--- src/rtl/systolic_pkg.sv ---
`default_nettype none
// ============================================================================
//  Module   : systolic_pkg
//  Purpose  : Shared types and helpers for the systolic matrix-vector engine:
//             controller state encoding, pipeline latency and counter sizing.
//  Ports    : none (package)
//  Revision : 1.0 - initial release
// ============================================================================
package systolic_pkg;

    typedef enum logic [2:0] {
        EMPTY  = 3'd0,
        LOAD   = 3'd1,
        READY  = 3'd2,
        STREAM = 3'd3,
        DRAIN  = 3'd4
    } state_t;

    // Accept-to-result latency for an n x n array. This is a function
    // rather than a bare localparam because the array size is a module
    // parameter.
    function automatic int latency(input int n);
        return 2 * n;
    endfunction

    // Bits needed to count 0..value-1 (never less than 1).
    function automatic int clog2(input int value);
        int bits;
        bits = 0;
        for (int v = value - 1; v > 0; v = v >> 1) begin
            bits = bits + 1;
        end
        return (bits < 1) ? 1 : bits;
    endfunction

endpackage : systolic_pkg
`default_nettype wire

--- src/rtl/systolic_mm_stream_pe.sv ---
`default_nettype none
// ============================================================================
//  Module   : systolic_pe
//  Purpose  : One weight-stationary processing element. Holds a weight,
//             forwards the activation to the right and accumulates
//             psum_in + act*wgt into a registered partial sum passed down.
//  Ports    : clk, reset             - clock, synchronous active-high reset
//             wgt_load, wgt_in       - weight register write
//             act_in / act_out       - activation in, registered pass-right
//             psum_in, psum_valid_in - partial sum and valid from above
//             psum_out, psum_valid_out - registered partial sum and valid
//  Revision : 1.0 - initial release
// ============================================================================
module systolic_pe
    import systolic_pkg::*;
#(
    parameter int ACT_WIDTH    = 8,
    parameter int WGT_WIDTH    = 8,
    parameter int PE_OUT_WIDTH = 32,
    parameter bit SIGNED       = 1'b1
) (
    input  logic                    clk,
    input  logic                    reset,
    input  logic                    wgt_load,
    input  logic [WGT_WIDTH-1:0]    wgt_in,
    input  logic [ACT_WIDTH-1:0]    act_in,
    output logic [ACT_WIDTH-1:0]    act_out,
    input  logic [PE_OUT_WIDTH-1:0] psum_in,
    input  logic                    psum_valid_in,
    output logic [PE_OUT_WIDTH-1:0] psum_out,
    output logic                    psum_valid_out
);

    logic [WGT_WIDTH-1:0]    r_wgt;
    logic [PE_OUT_WIDTH-1:0] w_act_x;
    logic [PE_OUT_WIDTH-1:0] w_wgt_x;

    // Both operands are extended to the result width. The low PE_OUT_WIDTH
    // bits of the product are then exact for either signedness, and the
    // accumulate wraps naturally.
    assign w_act_x = {{(PE_OUT_WIDTH-ACT_WIDTH){SIGNED & act_in[ACT_WIDTH-1]}}, act_in};
    assign w_wgt_x = {{(PE_OUT_WIDTH-WGT_WIDTH){SIGNED & r_wgt[WGT_WIDTH-1]}}, r_wgt};

    always_ff @(posedge clk) begin
        if (reset) begin
            r_wgt          <= '0;
            act_out        <= '0;
            psum_out       <= '0;
            psum_valid_out <= 1'b0;
        end else begin
            if (wgt_load) begin
                r_wgt <= wgt_in;
            end
            act_out        <= act_in;
            psum_out       <= psum_in + w_act_x * w_wgt_x;
            psum_valid_out <= psum_valid_in;
        end
    end

endmodule : systolic_pe
`default_nettype wire

--- src/rtl/systolic_mm_stream.sv ---
`default_nettype none
// ============================================================================
//  Module   : systolic_mm_stream
//  Purpose  : ARRAY_SIZE x ARRAY_SIZE weight-stationary systolic engine
//             computing y_j = sum_k a_k * W[k][j] for streamed vectors.
//  Ports    : clk, reset                        - clock, sync active-high reset
//             wgt_valid/wgt_ready/wgt_row_in    - weight row load handshake
//             act_valid/act_ready/act_data_in,
//             act_last                          - activation stream handshake
//             result_valid/result_data_out,
//             result_last                       - results, 2*ARRAY_SIZE cycles
//                                                 after each accepted beat
//             busy                              - high in LOAD/STREAM/DRAIN
//  Revision : 1.0 - initial release
// ============================================================================
module systolic_mm_stream
    import systolic_pkg::*;
#(
    parameter int ACT_WIDTH    = 8,
    parameter int WGT_WIDTH    = 8,
    parameter int PE_OUT_WIDTH = 32,
    parameter int ARRAY_SIZE   = 4,
    parameter bit SIGNED       = 1'b1
) (
    input  logic                               clk,
    input  logic                               reset,
    input  logic                               wgt_valid,
    output logic                               wgt_ready,
    input  logic [WGT_WIDTH*ARRAY_SIZE-1:0]    wgt_row_in,
    input  logic                               act_valid,
    output logic                               act_ready,
    input  logic [ACT_WIDTH*ARRAY_SIZE-1:0]    act_data_in,
    input  logic                               act_last,
    output logic                               result_valid,
    output logic [PE_OUT_WIDTH*ARRAY_SIZE-1:0] result_data_out,
    output logic                               result_last,
    output logic                               busy
);

    localparam int N       = ARRAY_SIZE;
    localparam int LATENCY = latency(ARRAY_SIZE);
    localparam int CNT_W   = clog2(LATENCY);
    localparam int ROW_W   = clog2(ARRAY_SIZE);

    state_t               r_state;
    logic [ROW_W-1:0]     r_row_cnt;
    logic [CNT_W-1:0]     r_drain_cnt;
    logic [ROW_W-1:0]     w_load_row;
    logic                 w_wgt_fire;
    logic                 w_act_fire;
    logic [N-1:0]         r_v_top;
    logic [LATENCY-1:0]   r_last_pipe;

    logic [ACT_WIDTH-1:0]    w_act        [N][N];
    logic [ACT_WIDTH-1:0]    w_act_unused [N];
    logic [PE_OUT_WIDTH-1:0] w_psum       [N+1][N];
    logic                    w_pv         [N+1][N];
    logic [PE_OUT_WIDTH-1:0] w_dsk_data   [N];
    logic [N-1:0]            w_dsk_valid;
    logic [PE_OUT_WIDTH*N-1:0] w_result_flat;

    assign w_wgt_fire = wgt_valid & wgt_ready;
    assign w_act_fire = act_valid & act_ready;
    // Row 0 is written from EMPTY and READY; LOAD walks the counter.
    assign w_load_row = (r_state == LOAD) ? r_row_cnt : '0;

    always_comb begin
        wgt_ready = 1'b0;
        act_ready = 1'b0;
        busy      = 1'b0;
        case (r_state)
            EMPTY:  wgt_ready = 1'b1;
            LOAD: begin
                wgt_ready = 1'b1;
                busy      = 1'b1;
            end
            READY: begin
                act_ready = 1'b1;
                wgt_ready = ~act_valid;   // activation wins a tie
            end
            STREAM: begin
                act_ready = 1'b1;
                busy      = 1'b1;
            end
            DRAIN:  busy = 1'b1;
            default: ;
        endcase
    end

    always_ff @(posedge clk) begin
        if (reset) begin
            r_state     <= EMPTY;
            r_row_cnt   <= '0;
            r_drain_cnt <= '0;
        end else begin
            case (r_state)
                EMPTY: if (w_wgt_fire) begin
                    r_state   <= LOAD;
                    r_row_cnt <= ROW_W'(1);
                end
                LOAD: if (w_wgt_fire) begin
                    if (r_row_cnt == ROW_W'(N-1)) begin
                        r_state   <= READY;
                        r_row_cnt <= '0;
                    end else begin
                        r_row_cnt <= r_row_cnt + ROW_W'(1);
                    end
                end
                READY: begin
                    if (w_act_fire) begin
                        r_state     <= act_last ? DRAIN : STREAM;
                        r_drain_cnt <= '0;
                    end else if (w_wgt_fire) begin
                        r_state   <= LOAD;
                        r_row_cnt <= ROW_W'(1);
                    end
                end
                STREAM: if (w_act_fire && act_last) begin
                    r_state     <= DRAIN;
                    r_drain_cnt <= '0;
                end
                DRAIN: begin
                    // Leaves on the same edge that registers result_last.
                    if (r_drain_cnt == CNT_W'(LATENCY-1)) begin
                        r_state     <= READY;
                        r_drain_cnt <= '0;
                    end else begin
                        r_drain_cnt <= r_drain_cnt + CNT_W'(1);
                    end
                end
                default: r_state <= EMPTY;
            endcase
        end
    end

    // Valid travels along the top row one column per cycle; the last tag
    // rides a plain delay line matching the full pipeline depth.
    always_ff @(posedge clk) begin
        if (reset) begin
            r_v_top     <= '0;
            r_last_pipe <= '0;
        end else begin
            r_v_top     <= {r_v_top[N-2:0], w_act_fire};
            r_last_pipe <= {r_last_pipe[LATENCY-2:0], w_act_fire & act_last};
        end
    end

    // Input skew: row k sees its element k cycles after row 0. Bubbles
    // load zeros so idle slots carry no stale operands.
    for (genvar k = 0; k < N; k++) begin : g_skew
        logic [ACT_WIDTH-1:0] r_stage [k+1];
        always_ff @(posedge clk) begin
            if (reset) begin
                for (int s = 0; s <= k; s++) begin
                    r_stage[s] <= '0;
                end
            end else begin
                r_stage[0] <= w_act_fire ? act_data_in[k*ACT_WIDTH +: ACT_WIDTH] : '0;
                for (int s = 1; s <= k; s++) begin
                    r_stage[s] <= r_stage[s-1];
                end
            end
        end
        assign w_act[k][0] = r_stage[k];
    end

    for (genvar j = 0; j < N; j++) begin : g_top
        assign w_psum[0][j] = '0;
        assign w_pv[0][j]   = r_v_top[j];
    end

    for (genvar k = 0; k < N; k++) begin : g_row
        for (genvar j = 0; j < N; j++) begin : g_col
            if (j < N-1) begin : g_mid
                systolic_pe #(
                    .ACT_WIDTH(ACT_WIDTH), .WGT_WIDTH(WGT_WIDTH),
                    .PE_OUT_WIDTH(PE_OUT_WIDTH), .SIGNED(SIGNED)
                ) u_pe (
                    .clk(clk), .reset(reset),
                    .wgt_load(w_wgt_fire && (w_load_row == ROW_W'(k))),
                    .wgt_in(wgt_row_in[j*WGT_WIDTH +: WGT_WIDTH]),
                    .act_in(w_act[k][j]), .act_out(w_act[k][j+1]),
                    .psum_in(w_psum[k][j]), .psum_valid_in(w_pv[k][j]),
                    .psum_out(w_psum[k+1][j]), .psum_valid_out(w_pv[k+1][j])
                );
            end else begin : g_last
                systolic_pe #(
                    .ACT_WIDTH(ACT_WIDTH), .WGT_WIDTH(WGT_WIDTH),
                    .PE_OUT_WIDTH(PE_OUT_WIDTH), .SIGNED(SIGNED)
                ) u_pe (
                    .clk(clk), .reset(reset),
                    .wgt_load(w_wgt_fire && (w_load_row == ROW_W'(k))),
                    .wgt_in(wgt_row_in[j*WGT_WIDTH +: WGT_WIDTH]),
                    .act_in(w_act[k][j]), .act_out(w_act_unused[k]),
                    .psum_in(w_psum[k][j]), .psum_valid_in(w_pv[k][j]),
                    .psum_out(w_psum[k+1][j]), .psum_valid_out(w_pv[k+1][j])
                );
            end
        end
    end

    // De-skew: column j finishes j cycles after column 0, so it is delayed
    // N-1-j cycles to realign every column before the output register.
    for (genvar j = 0; j < N; j++) begin : g_deskew
        localparam int D = N - 1 - j;
        if (D == 0) begin : g_direct
            assign w_dsk_data[j]  = w_psum[N][j];
            assign w_dsk_valid[j] = w_pv[N][j];
        end else begin : g_delay
            logic [PE_OUT_WIDTH-1:0] r_d [D];
            logic                    r_v [D];
            always_ff @(posedge clk) begin
                if (reset) begin
                    for (int s = 0; s < D; s++) begin
                        r_d[s] <= '0;
                        r_v[s] <= 1'b0;
                    end
                end else begin
                    r_d[0] <= w_psum[N][j];
                    r_v[0] <= w_pv[N][j];
                    for (int s = 1; s < D; s++) begin
                        r_d[s] <= r_d[s-1];
                        r_v[s] <= r_v[s-1];
                    end
                end
            end
            assign w_dsk_data[j]  = r_d[D-1];
            assign w_dsk_valid[j] = r_v[D-1];
        end
    end

    always_comb begin
        w_result_flat = '0;
        for (int j = 0; j < N; j++) begin
            w_result_flat[j*PE_OUT_WIDTH +: PE_OUT_WIDTH] = w_dsk_data[j];
        end
    end

    always_ff @(posedge clk) begin
        if (reset) begin
            result_valid    <= 1'b0;
            result_last     <= 1'b0;
            result_data_out <= '0;
        end else begin
            result_valid <= &w_dsk_valid;
            result_last  <= (&w_dsk_valid) & r_last_pipe[LATENCY-1];
            if (&w_dsk_valid) begin
                result_data_out <= w_result_flat;
            end
        end
    end

endmodule : systolic_mm_stream
`default_nettype wire

--- config.mk ---
export PLATFORM = sky130hd
export DESIGN_NAME = systolic_mm_stream
export DESIGN_NICKNAME = d
export VERILOG_FILES = /design/src/rtl/systolic_pkg.sv /design/src/rtl/systolic_mm_stream_pe.sv /design/src/rtl/systolic_mm_stream.sv
export SDC_FILE = /design/constraint.sdc
export NUM_CORES = 2
export LEC_CHECK = 0
export CAP_MARGIN = 15
export CELL_PAD_IN_SITES_DETAIL_PLACEMENT = 0
export CELL_PAD_IN_SITES_GLOBAL_PLACEMENT = 1
export CORE_ASPECT_RATIO = 1.25
export CORE_MARGIN = 10
export CORE_UTILIZATION = 40
export CTS_BUF_LIST = sky130_fd_sc_hd__clkbuf_8
export DETAILED_ROUTE_END_ITERATION = 8
export GPL_ROUTABILITY_DRIVEN = 0
export HOLD_SLACK_MARGIN = 0.03
export PLACE_DENSITY = 0.71
export SLEW_MARGIN = 20
export SYNTH_ARGS = -nofsm -noshare
export SYNTH_HDL_FRONTEND = slang
export SYNTH_SLANG_ARGS = --single-unit
export TNS_END_PERCENT = 100
--- constraint.sdc ---
create_clock -name clk -period 8.2 [get_ports clk]
set_clock_uncertainty 0.05 [all_clocks]
set_input_delay 0.82 -clock clk [delete_from_list [all_inputs] [get_ports clk]]
set_output_delay 0.82 -clock clk [all_outputs]
set_load 0.02 [all_outputs]
# --- Word-level counts from Yosys, hierarchy flattened ---
# Memories as Yosys holds them, arrays and structs flattened. A register that Yosys moved wholly into a read port is not among the register bits.
# Index checks and enable logic that the tools add are counted.
word_totals:
  out_inout_bits: 133
  n_memories: 10
  ram_bits: 278
  inputBits: 69
  reg_bits: 902
  word_cells: 219
op_classes:
  n_eq_ne: 15
  mux: 53
  n_reduce_logical: 19
  multipliers: 16
  bitwise: 24
  add_sub_neg: 14
mem_list:
  columns: ["memory", "depth", "word_bits", "rd", "rd_ports_with_merged_regs", "wr", "line", "text"]
  rows:
  - ["g_deskew[0].g_delay.r_d", 3, 32, 3, 1, 3, "systolic_mm_stream.sv:210", "logic [PE_OUT_WIDTH-1:0] r_d [D];"]
  - ["g_deskew[1].g_delay.r_d", 2, 32, 2, 1, 2, "systolic_mm_stream.sv:210", null]
  - ["g_deskew[2].g_delay.r_d", 1, 32, 1, 1, 1, "systolic_mm_stream.sv:210", null]
  - ["g_skew[3].r_stage", 4, 8, 4, 0, 4, "systolic_mm_stream.sv:151", "logic [ACT_WIDTH-1:0] r_stage [k+1];"]
  - ["g_skew[2].r_stage", 3, 8, 3, 0, 3, "systolic_mm_stream.sv:151", null]
  - ["g_skew[1].r_stage", 2, 8, 2, 0, 2, "systolic_mm_stream.sv:151", null]
  - ["4 more memories", null, null, null, null, null, null, null]
op_table:
  columns: ["cell", "n"]
  rows:
  - ["$add 32x32->32", 12]
  - ["$mul 8x8->16", 16]
  - ["$mux 32", 6]
  - ["$mux 8", 14]
  - ["$reduce_or 32->1", 1]
  - ["$mux 3", 10]
  - ["$or 1x1->1", 19]
  - ["$pmux 3 s5", 1]
  - ["$mux 1", 14]
  - ["$mux 2", 5]
  - ["$ne 2x2->1 const B", 5]
  - ["$pmux 3 s3", 1]
  - ["$reduce_and 4->1", 2]
  - ["$reduce_or 8->1", 1]
  - ["$eq 2x2->1 const B", 3]
  - ["$eq 3x2->1 const B", 2]
  - ["$eq 3x3->1 const B", 2]
  - ["$pmux 2 s3", 1]
  - ["$reduce_and 3->1", 2]
  - ["$reduce_bool 3->1", 2]
  - ["$logic_and 1x1->1", 5]
  - ["$and 1x1->1", 4]
  - ["$reduce_or 2->1", 2]
  - ["$add 3x1->3 const B", 1]
  - ["10 further kinds", 10]

# --- Longest topological paths before layout ---
logic_depth:
  depth_word: 7
  mapped_depth: 32
  depth_no_buf: 31

# --- By module ---
# From an unflattened synthesis, not the netlist that was laid out.
unflattened:
  hier_cells: 11235
  hier_area_um2: 101199.6
modules_own_cells:
  columns: ["module", "area_per_inst_um2", "cells_each", "n_inst", "seq_area_each_um2"]
  rows:
  - ["systolic_pe (g_row[0].g_col[1].g_mid.u_pe ...)", 5644.2, 642, 5, 980.9]
  - ["systolic_pe (g_row[2].g_col[3].g_last.u_pe ...)", 5418.9, 606, 5, 980.9]
  - ["systolic_pe (g_row[1].g_col[2].g_mid.u_pe ...)", 5515.3, 623, 4, 980.9]
  - ["systolic_mm_stream", 12710.9, 1242, 1, 8568.2]
  - ["systolic_pe (g_row[2].g_col[2].g_mid.u_pe)", 5607.9, 642, 1, 980.9]
  - ["systolic_pe (g_row[0].g_col[0].g_mid.u_pe)", 5504.0, 619, 1, 980.9]

# --- Worst setup path before layout ---
# Ideal clock, no wire load.
synth_timing:
  path_type: "reg-to-reg"
  startpoint: "register g_row[2].g_col[3].g_last.u_pe.r_wgt[3]"
  endpoint: "register g_row[2].g_col[3].g_last.u_pe.psum_out[31]"
  period_less_slack_ns: 7.266
  n_path_buf: 1
  setup_ns: 0.128
  path_stages_with_launch: 28
  t_arrival_ns: 7.088
  required_ns: 8.022
  path_slack_ns: 0.934
  cell_sequence: "dfxtp_1 -> clkbuf_1 -> and2_1 -> fa_1 -> inv_1 -> fa_1 -> inv_1 -> fa_1 -> inv_1 -> fa_1 -> inv_1 -> ha_1 -> nor2b_1 -> o41ai_1 -> o21ai_1 -> o41a_1 -> xnor2_1 -> ha_1 -> and2_1 -> a221o_1 -> a211oi_1 -> o21ai_0 -> o31a_1 -> o31ai_2 -> a21oi_1 -> o31ai_2 -> xnor2_1 -> nor2_1"
synth_between:
  elab_chain_len: 2
synth_rtl:
  columns: ["item", "line", "text"]
  rows:
  - ["from (decl)", "systolic_mm_stream_pe.sv:34", "logic [WGT_WIDTH-1:0] r_wgt;"]
  - ["from (signal assigned)", "systolic_mm_stream_pe.sv:52", "r_wgt <= wgt_in;"]
  - ["$mul 8x8->16", "systolic_mm_stream_pe.sv:55", "psum_out <= psum_in + w_act_x * w_wgt_x;"]
  - ["$add 32x32->32", "systolic_mm_stream_pe.sv:55", null]
  - ["to (signal assigned)", "systolic_mm_stream_pe.sv:55", null]
  - ["to (decl)", "systolic_mm_stream_pe.sv:30", "output logic [PE_OUT_WIDTH-1:0] psum_out,"]
# No other way between the ends.
# A chain may end at the register's enable or synchronous reset.

# --- Worst setup path in the final report ---
layout_timing:
  startpoint: "register g_row[3].g_col[1].g_mid.u_pe.act_out[4]"
  endpoint: "register g_row[3].g_col[2].g_mid.u_pe.psum_out[31]"
layout_between:
  elab_chain_len: 2
layout_rtl:
  columns: ["item", "line", "text"]
  rows:
  - ["from (decl)", "systolic_mm_stream_pe.sv:27", "output logic [ACT_WIDTH-1:0] act_out,"]
  - ["from (signal assigned)", "systolic_mm_stream_pe.sv:54", "act_out <= act_in;"]
  - ["$mul 8x8->16", "systolic_mm_stream_pe.sv:55", null]
  - ["$add 32x32->32", "systolic_mm_stream_pe.sv:55", null]
  - ["to (signal assigned)", "systolic_mm_stream_pe.sv:55", null]
  - ["to (decl)", "systolic_mm_stream_pe.sv:30", null]
# No other way between the ends.

==> run_results.csv <==
group,metric,value,unit
status,status,"complete, no violations",
cells_and_area,drive_gt1_share,4.47,%
cts,clk_pin_slew_worst_paths,0.06,ns
die,ios,202,
cts,clk_latency,1.02,ns
worst_setup_path,end_kind,"register",
global_routing,grt_usage,17.1,%
cts,cts_made_buffers,191,
die,rows,188,
routing,firstDrtPassIters,5,
cts,hold_buffers,0,
routing,drtIter0Drc,2236,
cts,clockBufferDepth,3,
routing,routed_wl,193,mm
synth,ys.flop_type,"dfxtp_1",
place,dpl.hpwl,154,mm
cells_and_area,fin_nets,11000,
place,portBuffers,201,
cts,postCtsSetupBuffers,0,
timing,max-slew-margin-rel,25.3,%
global_routing,met3_usage,2.79,%
routing,drc,0,
worst_setup_path,critPathLaunchType,"register",
cts,cts_resized,0,
pwr,p_leak,44.0,nW
die,die_area,229000,um2
synth,synth_cells,9075,
worst_setup_path,critical_path_arrival,8.20,ns
global_routing,grt_pass1_vias,63500,
cts,htreeDepth,4,
timing,finalSetupTns,0,ns
pwr,max-vdd-ir-drop,0.000181,V
place,place_ws,0.865,ns
worst_hold_path,hold_depth,2,
timing,rsz0062_at_grt,"false",
routing,vias_per_cell,4.83,
timing,setup_ws,0.839,ns
timing,period_share,89.8,%
timing,hold_viol,0,
synth,synth-edff-count,0,
flow_run,maxCapViolCount,0,
cells_and_area,seq_area,22000,um2
timing,fin_crit,7.36,ns
cells_and_area,n_fill_cell,20500,
cells_and_area,multiInputGateArea,56300,um2
routing,wl_per_cell,15.8,um
synth,synthArstFlopShare,0,%
worst_hold_path,hold_class,"in -> reg",
cts,cts-root-buf,"clkbuf_8",
global_routing,use_met2,32.9,%
die,initial_core_util,40.1,%
synth,synth_seq_cells,1098,
synth,syn_nets,10800,
worst_setup_path,worstSetupPathType,"reg -> reg",
routing,dr_total_vias,58900,
global_routing,grt_pass1_wl,322,mm
die,die_y,533,um
synth,syn-cell-area,84100,um2
synth,yosysWarnings,0,
synth,avgSynthCellArea,9.27,um2
worst_setup_path,path_max_fanout,18,
synth,ys_types,88,
cts,clock_sinks,1098,
worst_setup_path,reg2reg_depth,27,
worst_setup_path,crit_required,9.03,ns
cells_and_area,area_growth,11.0,%
synth,ys_seq_area_share,26.1,%
global_routing,grt.met1_usage,18.1,%
timing,setup_viol,0,
timing,max_freq,136,MHz
timing,hold_ws,0.276,ns
timing,slew_viol_final,0,
die,coreArea,210000,um2
global_routing,grt-ovfl-total,0,
die,die_x,430,um
global_routing,busiest_layer,"met2",
cts,cts_tree,"done",
routing,antenna_left,0,
pwr,p_per_area,128,nW/um2
global_routing,grt_max_degree,171,
timing,worst_slew_pin_slew,1.12,ns
global_routing,antenna_found_initial,13,
where the power goes:
| part | internal (mW) | total [mW] | switching (mW) |
|---|---|---|---|
| sequential | 5.46 | 5.58 | 0.119 |
| clock | 3.12 | 5.60 | 2.47 |
| combinational | 0.306 | 0.802 | 0.496 |
per-layer routing:
metal  routed length [um]  vias to the layer above  part of all wire, %
met1                74900                    28700                   39
met2               103000                      751                   54
met5                  142                        -                0.074
li1                     -                    29100                    -
met4                 7970                       22                  4.1
met3                 6270                      328                  3.3
cell usage in the layout (no fill, tap or decap), types with 87 or more instances in the layout:
cell,count
clkdlybuf4s50_1,200
xor2_1,158
nand2_1,645
inv_1,1381
dfxtp_1,1097
ha_1,793
clkbuf_8,231
nor2b_1,524
mux2i_1,131
nand2b_1,87
xnor2_1,361
nor3_1,95
fa_1,900
o21ai_0,155
nor2_1,681
and2_1,709
a21o_1,159
a21oi_1,427
final timing paths:
kind | start | end | slack [ns]
max | g_row[3].g_col[1].g_mid.u_pe.act_out[4]$_SDFF_PP0_ | g_row[3].g_col[2].g_mid.u_pe.psum_out[31]$_SDFF_PP0_ | 0.84
max reg2reg | g_row[3].g_col[1].g_mid.u_pe.act_out[4]$_SDFF_PP0_ | g_row[3].g_col[2].g_mid.u_pe.psum_out[31]$_SDFF_PP0_ | 0.84
min | reset | g_skew[2].r_stage[0][17]$_SDFF_PP0_ | 0.28
min reg2reg | r_v_top[2]$_SDFF_PP0_ | r_v_top[3]$_SDFF_PP0_ | 0.37
flip-flops by register name (all words and copies together) (netlist names), 3 cells and up:
signal / count
g_row.g_col.g_mid.u_pe.psum_out: 336
g_deskew.g_delay.r_d: 192
result_data_out: 128
g_row.g_col.g_last.u_pe.psum_out: 112
g_row.g_col.g_mid.u_pe.act_out: 96
g_row.g_col.g_mid.u_pe.r_wgt: 96
g_skew.r_stage: 80
g_row.g_col.g_last.u_pe.r_wgt: 32
r_last_pipe: 8
r_v_top: 4
r_drain_cnt: 3
r_state: 3
area by class of cell:
class	count	area share, %
clock inverter	118	1.25
multi-input combinational	6423	60.3
antenna	3	0.00804
sequential	1098	23.5
inverter	1331	5.35
timing repair buffer	234	2.49
tap	2755	3.69
clock buffer	231	3.40
synthesized netlist by cell type (39+ instances only):
cell type | number | area, um2
xnor2_1 | 362 | 3170
and2_1 | 709 | 4440
o21ai_0 | 155 | 776
o21a_1 | 67 | 503
a21oi_1 | 427 | 2140
mux2i_1 | 131 | 1310
dfxtp_1 | 1098 | 22000
fa_1 | 900 | 18000
a21o_1 | 159 | 1190
nand2b_1 | 87 | 544
a211oi_1 | 39 | 293
ha_1 | 793 | 9920
clkbuf_1 | 197 | 739
o21bai_1 | 41 | 308
nor3_1 | 95 | 475
nor2b_1 | 525 | 3280
nor2_1 | 682 | 2560
inv_1 | 1331 | 5000
xor2_1 | 158 | 1380
nand2_1 | 645 | 2420
nand3_1 | 65 | 325
worst max-delay path, stage by stage, from the launching register on:
cell,delay [ns]
dfxtp_1,0.41
and2_1,0.23
fa_1,0.50
inv_1,0.05
fa_1,0.52
inv_1,0.05
fa_1,0.47
inv_1,0.05
fa_1,0.47
inv_1,0.04
ha_1,0.34
a2111oi_2,0.36
nor3_1,0.13
a2111oi_0,0.43
nor3_1,0.16
xnor2_2,0.72
ha_1,0.44
and3_1,0.23
nand2_1,0.11
nor2_1,0.07
o31ai_1,0.22
o41ai_1,0.10
buf_4,0.17
a221oi_1,0.37
a21oi_1,0.16
nand3_1,0.13
nand3_1,0.08
a21oi_1,0.16
per-stage QoR:
| stage | cells | total power [mW] | cell area, um2 | utilization (%) |
|---|---|---|---|---|
| finish | 12200 | 12.0 | 93400 | 44.6 |
| floorplan | 9075 | 6.20 | 84100 | - |
| global placement | 11800 | 6.50 | 89100 | 42.5 |
| detailed placement | 11800 | 6.51 | 89100 | 42.5 |
| global route | 12200 | 12.5 | 93400 | 44.6 |
| CTS | 12200 | 12.2 | 93400 | 44.6 |
cell families (layout without fill, tap and decap cells):
group,Yosys count,after routing,synth area share [%]
simple gates,2927,2927,17.7
flops,1098,1098,26.1
compound gates,1135,1135,8.80
other cells,0,3,0
fa+ha+maj,1693,1693,33.2
buf+inv,1554,1914,6.95
xor+xnor,523,523,5.48
mux,145,145,1.75
No activity file was read; power rests on OpenSTA's default activity.
